File: config.mk
export PLATFORM = sky130hd
export DESIGN_NAME = shadow_ray_scheduler
export DESIGN_NICKNAME = d
export VERILOG_FILES = /design/src/rtl/shadow_ray_scheduler.sv
export SDC_FILE = /design/constraint.sdc
export NUM_CORES = 1
export LEC_CHECK = 0
export CAP_MARGIN = 20
export CORE_AREA = 2 2 405 407
export CTS_BUF_LIST = sky130_fd_sc_hd__clkbuf_4 sky130_fd_sc_hd__clkbuf_8
export DETAILED_ROUTE_END_ITERATION = 7
export DIE_AREA = 0 0 407 409
export SLEW_MARGIN = 20
export SYNTH_ARGS = -nofsm -noshare
export SYNTH_HDL_FRONTEND = slang
export SYNTH_SLANG_ARGS = --single-unit
File: constraint.sdc
create_clock -name clk -period 5.7 [get_ports clk]
set_input_delay 1.71 -clock clk [delete_from_list [all_inputs] [get_ports clk]]
set_output_delay 1.71 -clock clk [all_outputs]
set_load 0.02 [all_outputs]
File: src/rtl/shadow_ray_scheduler.sv
// shadow_ray_scheduler: round-robin front end that shares one shadow-ray
// generator between N_REQ AABB test lanes. Hits are sent through the
// generator (start/valid exchange with a bounded wait). Misses skip the
// generator and come back as no-shadow results. One request in flight at a time.
module shadow_ray_scheduler #(
  parameter int N_REQ   = 4,
  parameter int WIDTH   = 24,
  parameter int Q_BITS  = 12,
  parameter int TIMEOUT = 64,
  parameter int TAG_W   = $clog2(N_REQ)
) (
  input  logic                     clk,
  input  logic                     reset,
  input  logic [N_REQ-1:0]         req_valid,
  output logic [N_REQ-1:0]         req_ready,
  input  logic [N_REQ-1:0]         req_hit,
  input  logic [N_REQ*3*WIDTH-1:0] req_hit_point,
  input  logic [N_REQ*3*WIDTH-1:0] req_normal,
  output logic                     gen_start,
  output logic [3*WIDTH-1:0]       gen_hit_point,
  output logic [3*WIDTH-1:0]       gen_normal,
  input  logic                     gen_valid,
  input  logic [3*WIDTH-1:0]       gen_origin,
  input  logic [3*WIDTH-1:0]       gen_dir,
  output logic                     out_valid,
  input  logic                     out_ready,
  output logic [TAG_W-1:0]         out_tag,
  output logic                     out_hit,
  output logic [3*WIDTH-1:0]       out_origin,
  output logic [3*WIDTH-1:0]       out_dir,
  output logic                     timeout_err,
  output logic                     busy
);

  localparam int VEC_W = 3 * WIDTH;
  localparam int CNT_W = (TIMEOUT > 1) ? $clog2(TIMEOUT) : 1;

  // Fixed-point format is only carried through; reject nonsensical settings early.
  if (Q_BITS < 0 || Q_BITS >= WIDTH) begin : g_bad_qbits
    $error("shadow_ray_scheduler: Q_BITS must be in [0, WIDTH)");
  end
  if (TIMEOUT < 2) begin : g_bad_timeout
    $error("shadow_ray_scheduler: TIMEOUT must be >= 2");
  end
  if ((1 << TAG_W) != N_REQ) begin : g_bad_nreq
    $error("shadow_ray_scheduler: N_REQ must be a power of two matching TAG_W");
  end

  typedef enum logic [1:0] {
    S_IDLE   = 2'd0,
    S_ISSUE  = 2'd1,
    S_WAIT   = 2'd2,
    S_OUTPUT = 2'd3
  } state_t;

  state_t             state_q;
  logic [TAG_W-1:0]   ptr_q;
  logic [TAG_W-1:0]   tag_q;
  logic [VEC_W-1:0]   hp_q;
  logic [VEC_W-1:0]   nrm_q;
  logic [CNT_W-1:0]   cnt_q;
  logic               gen_start_q;
  logic               out_valid_q;
  logic               out_hit_q;
  logic [VEC_W-1:0]   out_origin_q;
  logic [VEC_W-1:0]   out_dir_q;
  logic               timeout_err_q;

  // Per-lane views of the flattened operand buses.
  logic [VEC_W-1:0] lane_hp  [N_REQ];
  logic [VEC_W-1:0] lane_nrm [N_REQ];

  for (genvar gi = 0; gi < N_REQ; gi++) begin : g_lane
    assign lane_hp[gi]  = req_hit_point[gi*VEC_W +: VEC_W];
    assign lane_nrm[gi] = req_normal[gi*VEC_W +: VEC_W];
  end

  logic [TAG_W-1:0] grant_idx;
  logic [TAG_W-1:0] scan_idx;
  logic             grant_found;
  logic             accept;

  // Round-robin pick: scanning down means the lane closest to ptr_q wins last.
  always_comb begin
    grant_idx   = ptr_q;
    scan_idx    = ptr_q;
    grant_found = 1'b0;
    for (int k = N_REQ - 1; k >= 0; k--) begin
      scan_idx = ptr_q + TAG_W'(k);
      if (req_valid[scan_idx]) begin
        grant_found = 1'b1;
        grant_idx   = scan_idx;
      end
    end
  end

  assign accept    = (state_q == S_IDLE) && grant_found;
  assign req_ready = (accept && !reset) ? (N_REQ'(1) << grant_idx) : '0;

  // Scheduler FSM: accept, issue to generator, bounded wait, hold result until taken.
  always_ff @(posedge clk) begin
    if (reset) begin
      state_q       <= S_IDLE;
      ptr_q         <= '0;
      tag_q         <= '0;
      hp_q          <= '0;
      nrm_q         <= '0;
      cnt_q         <= '0;
      gen_start_q   <= 1'b0;
      out_valid_q   <= 1'b0;
      out_hit_q     <= 1'b0;
      out_origin_q  <= '0;
      out_dir_q     <= '0;
      timeout_err_q <= 1'b0;
    end else begin
      gen_start_q   <= 1'b0;
      timeout_err_q <= 1'b0;
      case (state_q)
        S_IDLE: begin
          if (accept) begin
            hp_q  <= lane_hp[grant_idx];
            nrm_q <= lane_nrm[grant_idx];
            tag_q <= grant_idx;
            ptr_q <= grant_idx + TAG_W'(1);
            if (req_hit[grant_idx]) begin
              state_q     <= S_ISSUE;
              gen_start_q <= 1'b1;
            end else begin
              state_q      <= S_OUTPUT;
              out_valid_q  <= 1'b1;
              out_hit_q    <= 1'b0;
              out_origin_q <= '0;
              out_dir_q    <= '0;
            end
          end
        end
        S_ISSUE: begin
          cnt_q   <= '0;
          state_q <= S_WAIT;
        end
        S_WAIT: begin
          // A result arriving on the last allowed cycle still wins over the abort.
          if (gen_valid) begin
            out_origin_q <= gen_origin;
            out_dir_q    <= gen_dir;
            out_hit_q    <= 1'b1;
            out_valid_q  <= 1'b1;
            state_q      <= S_OUTPUT;
          end else if (cnt_q == CNT_W'(TIMEOUT - 1)) begin
            timeout_err_q <= 1'b1;
            out_origin_q  <= '0;
            out_dir_q     <= '0;
            out_hit_q     <= 1'b0;
            out_valid_q   <= 1'b1;
            state_q       <= S_OUTPUT;
          end else begin
            cnt_q <= cnt_q + CNT_W'(1);
          end
        end
        S_OUTPUT: begin
          if (out_ready) begin
            out_valid_q <= 1'b0;
            state_q     <= S_IDLE;
          end
        end
        default: state_q <= S_IDLE;
      endcase
    end
  end

  assign gen_start     = gen_start_q;
  assign gen_hit_point = hp_q;
  assign gen_normal    = nrm_q;
  assign out_valid     = out_valid_q;
  assign out_tag       = tag_q;
  assign out_hit       = out_hit_q;
  assign out_origin    = out_origin_q;
  assign out_dir       = out_dir_q;
  assign timeout_err   = timeout_err_q;
  assign busy          = (state_q != S_IDLE);

endmodule

After elaboration in Yosys (flattened, before gate mapping)
Index checks and enable logic that the tools add are counted.
{"block": "totals", "ff_bits": 304, "output_inout_bits": 299}
{"block": "classes", "n_addsub": 5, "magnitude_cmp": 6, "n_eq_ne": 10, "shifts": 1, "muxes": 54, "n_bitwise": 4, "n_reduce_logical": 15}
{"op": "72-bit 2-to-1 mux", "count": 9}
{"op": "72-bit binary-select mux with 2-bit select", "count": 2}
{"op": "72-bit case mux with 2 select lines", "count": 2}
{"op": "1-bit 2-to-1 mux", "count": 20}
{"op": "2-bit 2-to-1 mux", "count": 9}
{"op": "2-bit by 3-bit less-than comparator with 1-bit output (second input constant)", "count": 5}
{"op": "6-bit 2-to-1 mux", "count": 2}
{"op": "6-bit case mux with 2 select lines", "count": 1}
{"op": "1-bit binary-select mux with 2-bit select", "count": 5}
{"op": "2-bit != test (second input constant)", "count": 5}
{"op": "2-bit case mux with 4 select lines", "count": 1}
{"op": "6-bit by 1-bit adder with 6-bit output (second input constant)", "count": 1}
{"op": "6-bit equality test (second input constant)", "count": 1}
{"op": "3-bit AND reduction", "count": 2}
{"op": "2-bit nonzero test", "count": 3}
{"op": "3-bit OR reduction", "count": 2}
{"op": "5-bit AND reduction", "count": 1}
{"op": "2-bit by 1-bit adder with 2-bit output (second input constant)", "count": 2}
{"op": "2-bit adder (second input constant)", "count": 2}
{"op": "2-bit equality test (second input constant)", "count": 2}
{"op": "4-bit 2-to-1 mux", "count": 1}
{"op": "4-bit AND reduction", "count": 1}
{"op": "1-bit by 2-bit left shift with 4-bit output (first input constant)", "count": 1}
{"op": "3-bit >= comparator (second input constant)", "count": 1}
{"op": "11 further kinds", "count": 14}

Depth between registers and ports, before layout
{"block": "logic_depth", "depth_word": 12, "mapped_depth": 11}

Least setup slack after synthesis
No wires, ideal clock.
{"block": "synth_path", "path_kind": "input to output", "startpoint": "input req_valid[2]", "endpoint": "output req_ready[3]", "arrival_time_ns": 3.454, "path_slack_ns": 0.536, "stages": 8, "n_path_buf": 2, "path_cell_list": "nor2b_1 > o21a_1 > or3_4 > inv_2 > clkbuf_1 > clkbuf_1 > ha_1 > and2_1"}
{"block": "synth_between", "word_cells_on_any_way": 20}
{"element": "start, declared", "line_no": "14", "rtl": "input logic [N_REQ-1:0] req_valid,"}
{"element": "1-bit binary-select mux with 2-bit select", "line_no": "90", "rtl": "if (req_valid[scan_idx]) begin"}
{"element": "1-bit 2-to-1 mux (implied by the code)", "line_no": "90"}
{"element": "2-bit 2-to-1 mux (3 in series)", "line_no": "90"}
{"element": "2-bit 2-to-1 mux *", "line_no": "90"}
{"element": "net grant_idx[0]", "line_no": "78", "rtl": "logic [TAG_W-1:0] grant_idx;"}
{"element": "1-bit by 2-bit left shift with 4-bit output *", "line_no": "98", "rtl": "assign req_ready = (accept && !reset) ? (N_REQ'(1) << grant_idx) : '0;"}
{"element": "4-bit 2-to-1 mux *", "line_no": "98"}
{"element": "end, declared", "line_no": "15", "rtl": "output logic [N_REQ-1:0] req_ready,"}
The timed path passes the listed nets; every way through them passes the cells marked *. The select of a mux whose other input is x is not followed.

Worst setup path in the final report
{"block": "layout_path", "startpoint": "input req_valid[3]", "endpoint": "output req_ready[0]"}
{"block": "layout_between", "elab_chain_cells": 9, "word_cells_on_any_way": 20}
{"element": "1-bit binary-select mux with 2-bit select", "line_no": "90"}
{"element": "1-bit 2-to-1 mux (implied by the code)", "line_no": "90"}
{"element": "1-bit 2-to-1 mux (4 in series)", "line_no": "90"}
{"element": "1-bit logical AND", "line_no": "97", "rtl": "assign accept = (state_q == S_IDLE) && grant_found;"}
{"element": "1-bit logical AND", "line_no": "98"}
{"element": "4-bit 2-to-1 mux *", "line_no": "98"}
Mark *: on every way between the ends. The rest lies on a longest branch, timed or not. The select of a mux whose other input is x is not followed.

==> flow_summary.json <==
{
  "status": "completed",
  "cts_root_buffer": "clkbuf_8",
  "cp.arrival_ps": 3910,
  "core-area_um2": 162000,
  "syn_to_final_growth_pct": 90.6,
  "synth_seq_cells": 304,
  "drc_errors": 0,
  "die_area_um2": 166000,
  "rows": 148,
  "grt_pass1_wl_mm": 148,
  "grt-ovfl-total": 0,
  "grt_usage_pct": 12.8,
  "clkTransAtPathRegs_ps": 60,
  "synth_compound_area_share_pct": 20.9,
  "post_dp_cell_area_um2": 28500,
  "drive_gt1_share_pct": 7.40,
  "setup_violations": 0,
  "grt_pass1_vias": 18800,
  "rsz0062_at_grt": "no",
  "final_antenna_net_count": 0,
  "yosys.area.top_type": "dfxtp_1",
  "drv_cap": 0,
  "routedWlPerCell_um": 21.6,
  "cts.sinks": 304,
  "dpl.hpwl_mm": 89.7,
  "synth_top_family_by_area": "simple AND/OR/NAND/NOR gates",
  "portBuffers": 1030,
  "yosys-top-cells-count": "nand2_1 (587), dfxtp_1 (304), nand3_1 (291), clkbuf_1 (159), inv_1 (151)",
  "p_leak_nw": 10.4,
  "peakVddDrop_mv": 0.380,
  "ys_warn_count": 0,
  "async_flop_share_pct": 0,
  "antenna_found_initial": 35,
  "postCtsSetupRepairBufs": 0,
  "synth-adder-area-share_pct": 0.797,
  "drt_pass1_iterations": 5,
  "hp-class": "register to register",
  "nets": 3739,
  "die_h_um": 409,
  "syn_nets": 2782,
  "max_slew_margin_pct": 30.3,
  "cts_buffers": 68,
  "finalHoldWorstSlack_ps": 463,
  "synth.area.top_cells": "dfxtp_1 (39%), nand2_1 (14%), nand3_1 (9.3%)",
  "totalWireLength_mm": 113,
  "max_freq_ghz": 0.178,
  "worst_slew_pin_slew_ps": 1050,
  "cp_data_required_time_ps": 3990,
  "yosysTopAreaCellShare_pct": 38.8,
  "yosysSeqAreaShare_pct": 38.8,
  "period_share_pct": 98.6,
  "die_w_um": 407,
  "cts_tree": "yes",
  "postCtsHoldBufs": 0,
  "powerDensity_nw_per_um2": 425,
  "hold_viol_final": 0,
  "clock_skew_ps": 50.6,
  "end_kind": "output pin",
  "synthSimpleGateAreaFrac_pct": 30.4,
  "syn_inst": 2040,
  "start_util_pct": 9.68,
  "vias": 19300,
  "grt_max_degree": 164,
  "drv_slew": 0,
  "finalCriticalPeriod_ps": 5620,
  "pre_cts_ws_ps": 79.8,
  "ys.flop_type": "dfxtp_1",
  "ctsResizeCount": 0,
  "cts_max_level": 3,
  "fin_tns_setup_ps": 0,
  "final_area_um2": 29900,
  "gp_congestion": 0.974,
  "routed_via_density": 3.69,
  "synth_cell_type_count": 43,
  "power_w": 0.0127,
  "avgSynthCellArea_um2": 7.69,
  "yosys.area_share.xor_xnor_pct": 0.223,
  "first_iter_violations": 1343,
  "synth_edf_count": 0,
  "worst-path-max-fanout": 6,
  "reg2reg_depth": 9,
  "clock_latency_ps": 730,
  "clockBufferDepth": 3,
  "worst-setup-path-type": "primary input to output pin",
  "synth.mux.area_fraction_pct": 0.136,
  "synth.most_common_cell": "nand2_1",
  "synth_area_um2": 15700,
  "setup_slack_ps": 82.0,
  "hold_depth": 1,
  "start_kind": "primary input",
  "io_pins": 1031
}
-- layout make-up --
| type | count | area, um^2 |
|---|---|---|
| antenna | 11 | 27.5 |
| clock buffer | 95 | 1200 |
| clock inverter | 17 | 159 |
| fill | 18300 | 132000 |
| inverter | 152 | 583 |
| multi-input combinational | 1391 | 8280 |
| sequential | 304 | 6090 |
| tap | 2175 | 2720 |
| timing repair buffer | 1080 | 10900 |
-- cells by family (layout without fill, tap and decap cells) --
logic type / Yosys count / in the layout
buffers and inverters: 345 / 1344
other: 0 / 11
XOR/XNOR: 4 / 4
adder cells (fa/ha/maj): 10 / 10
multiplexers: 2 / 2
AO/OA/AOI/OAI: 315 / 315
AND/OR/NAND/NOR: 1060 / 1060
flip-flops: 304 / 304
-- layer usage --
layer / track usage, % / share of wire, %
met5: 0 / 0.060
met3: 4.96 / 9.7
met4: 4.77 / 3.4
met1: 14.5 / 39
met2: 21.6 / 48
-- report_power, final --
group	leakage, nW	switching [W]	internal, W
Clock	0.709	0.00119	0.00145
Sequential	2.48	0.000448	0.00273
Combinational	7.25	0.00426	0.00264
Total	10.4	0.00589	0.00682
-- critical path, cell delays in order --
cell	delay, ps
clkdlybuf4s50_1	590
nor2b_1	80
o21a_1	200
or3_4	440
ha_1	210
and2_1	130
clkdlybuf4s50_1	540
-- through the flow --
stage / instances / utilization [%]
finish: 5225 / 18.5
global route: 5224 / 18.5
CTS: 5214 / 18.4
detailed placement: 5102 / 17.6
floorplan: 2040 / -
global placement: 5102 / 17.6
-- worst paths after layout --
check	startpoint	to	slack, ps
worst min-delay path	gen_normal[66]	gen_normal[66]	460
worst max register to register	ptr_q[0]	out_origin[62]	2390
worst max-delay path	req_valid[3]	req_ready[0]	80
worst min register to register	gen_normal[66]	gen_normal[66]	460
-- registers in the layout, indices dropped and copies added, names as in the netlist --
signal,cells
gen_hit_point,72
gen_normal,72
out_dir,72
out_origin,72
cnt_q,6
out_tag,2
ptr_q,2
state_q,2
gen_start,1
out_hit,1
out_valid,1
timeout_err,1
-- cells in the final DEF, fill, tap and decap left out, types with 2 or more instances in the layout --
| cell | instances |
|---|---|
| clkdlybuf4s50_1 | 1027 |
| nand2_1 | 587 |
| dfxtp_1 | 304 |
| nand3_1 | 291 |
| inv_1 | 150 |
| nand2b_1 | 148 |
| a32o_1 | 144 |
| o32ai_1 | 95 |
| clkbuf_8 | 78 |
| o32ai_2 | 50 |
| buf_4 | 38 |
| clkbuf_4 | 17 |
| buf_12 | 13 |
| diode_2 | 11 |
| nor2_1 | 11 |
| ha_1 | 10 |
| clkinv_2 | 7 |
| a21oi_1 | 6 |
| nor2b_1 | 5 |
| and2_1 | 5 |
| clkinvlp_4 | 5 |
| inv_6 | 4 |
| o21ai_0 | 3 |
| a211oi_1 | 3 |
| xor2_1 | 3 |
| or3_1 | 2 |
| o21a_1 | 2 |
| nor4_1 | 2 |
| nor2_4 | 2 |
| nor3_1 | 2 |
| a211oi_2 | 2 |
| bufinv_16 | 2 |
Note: power is estimated with default switching activity, not from simulation.
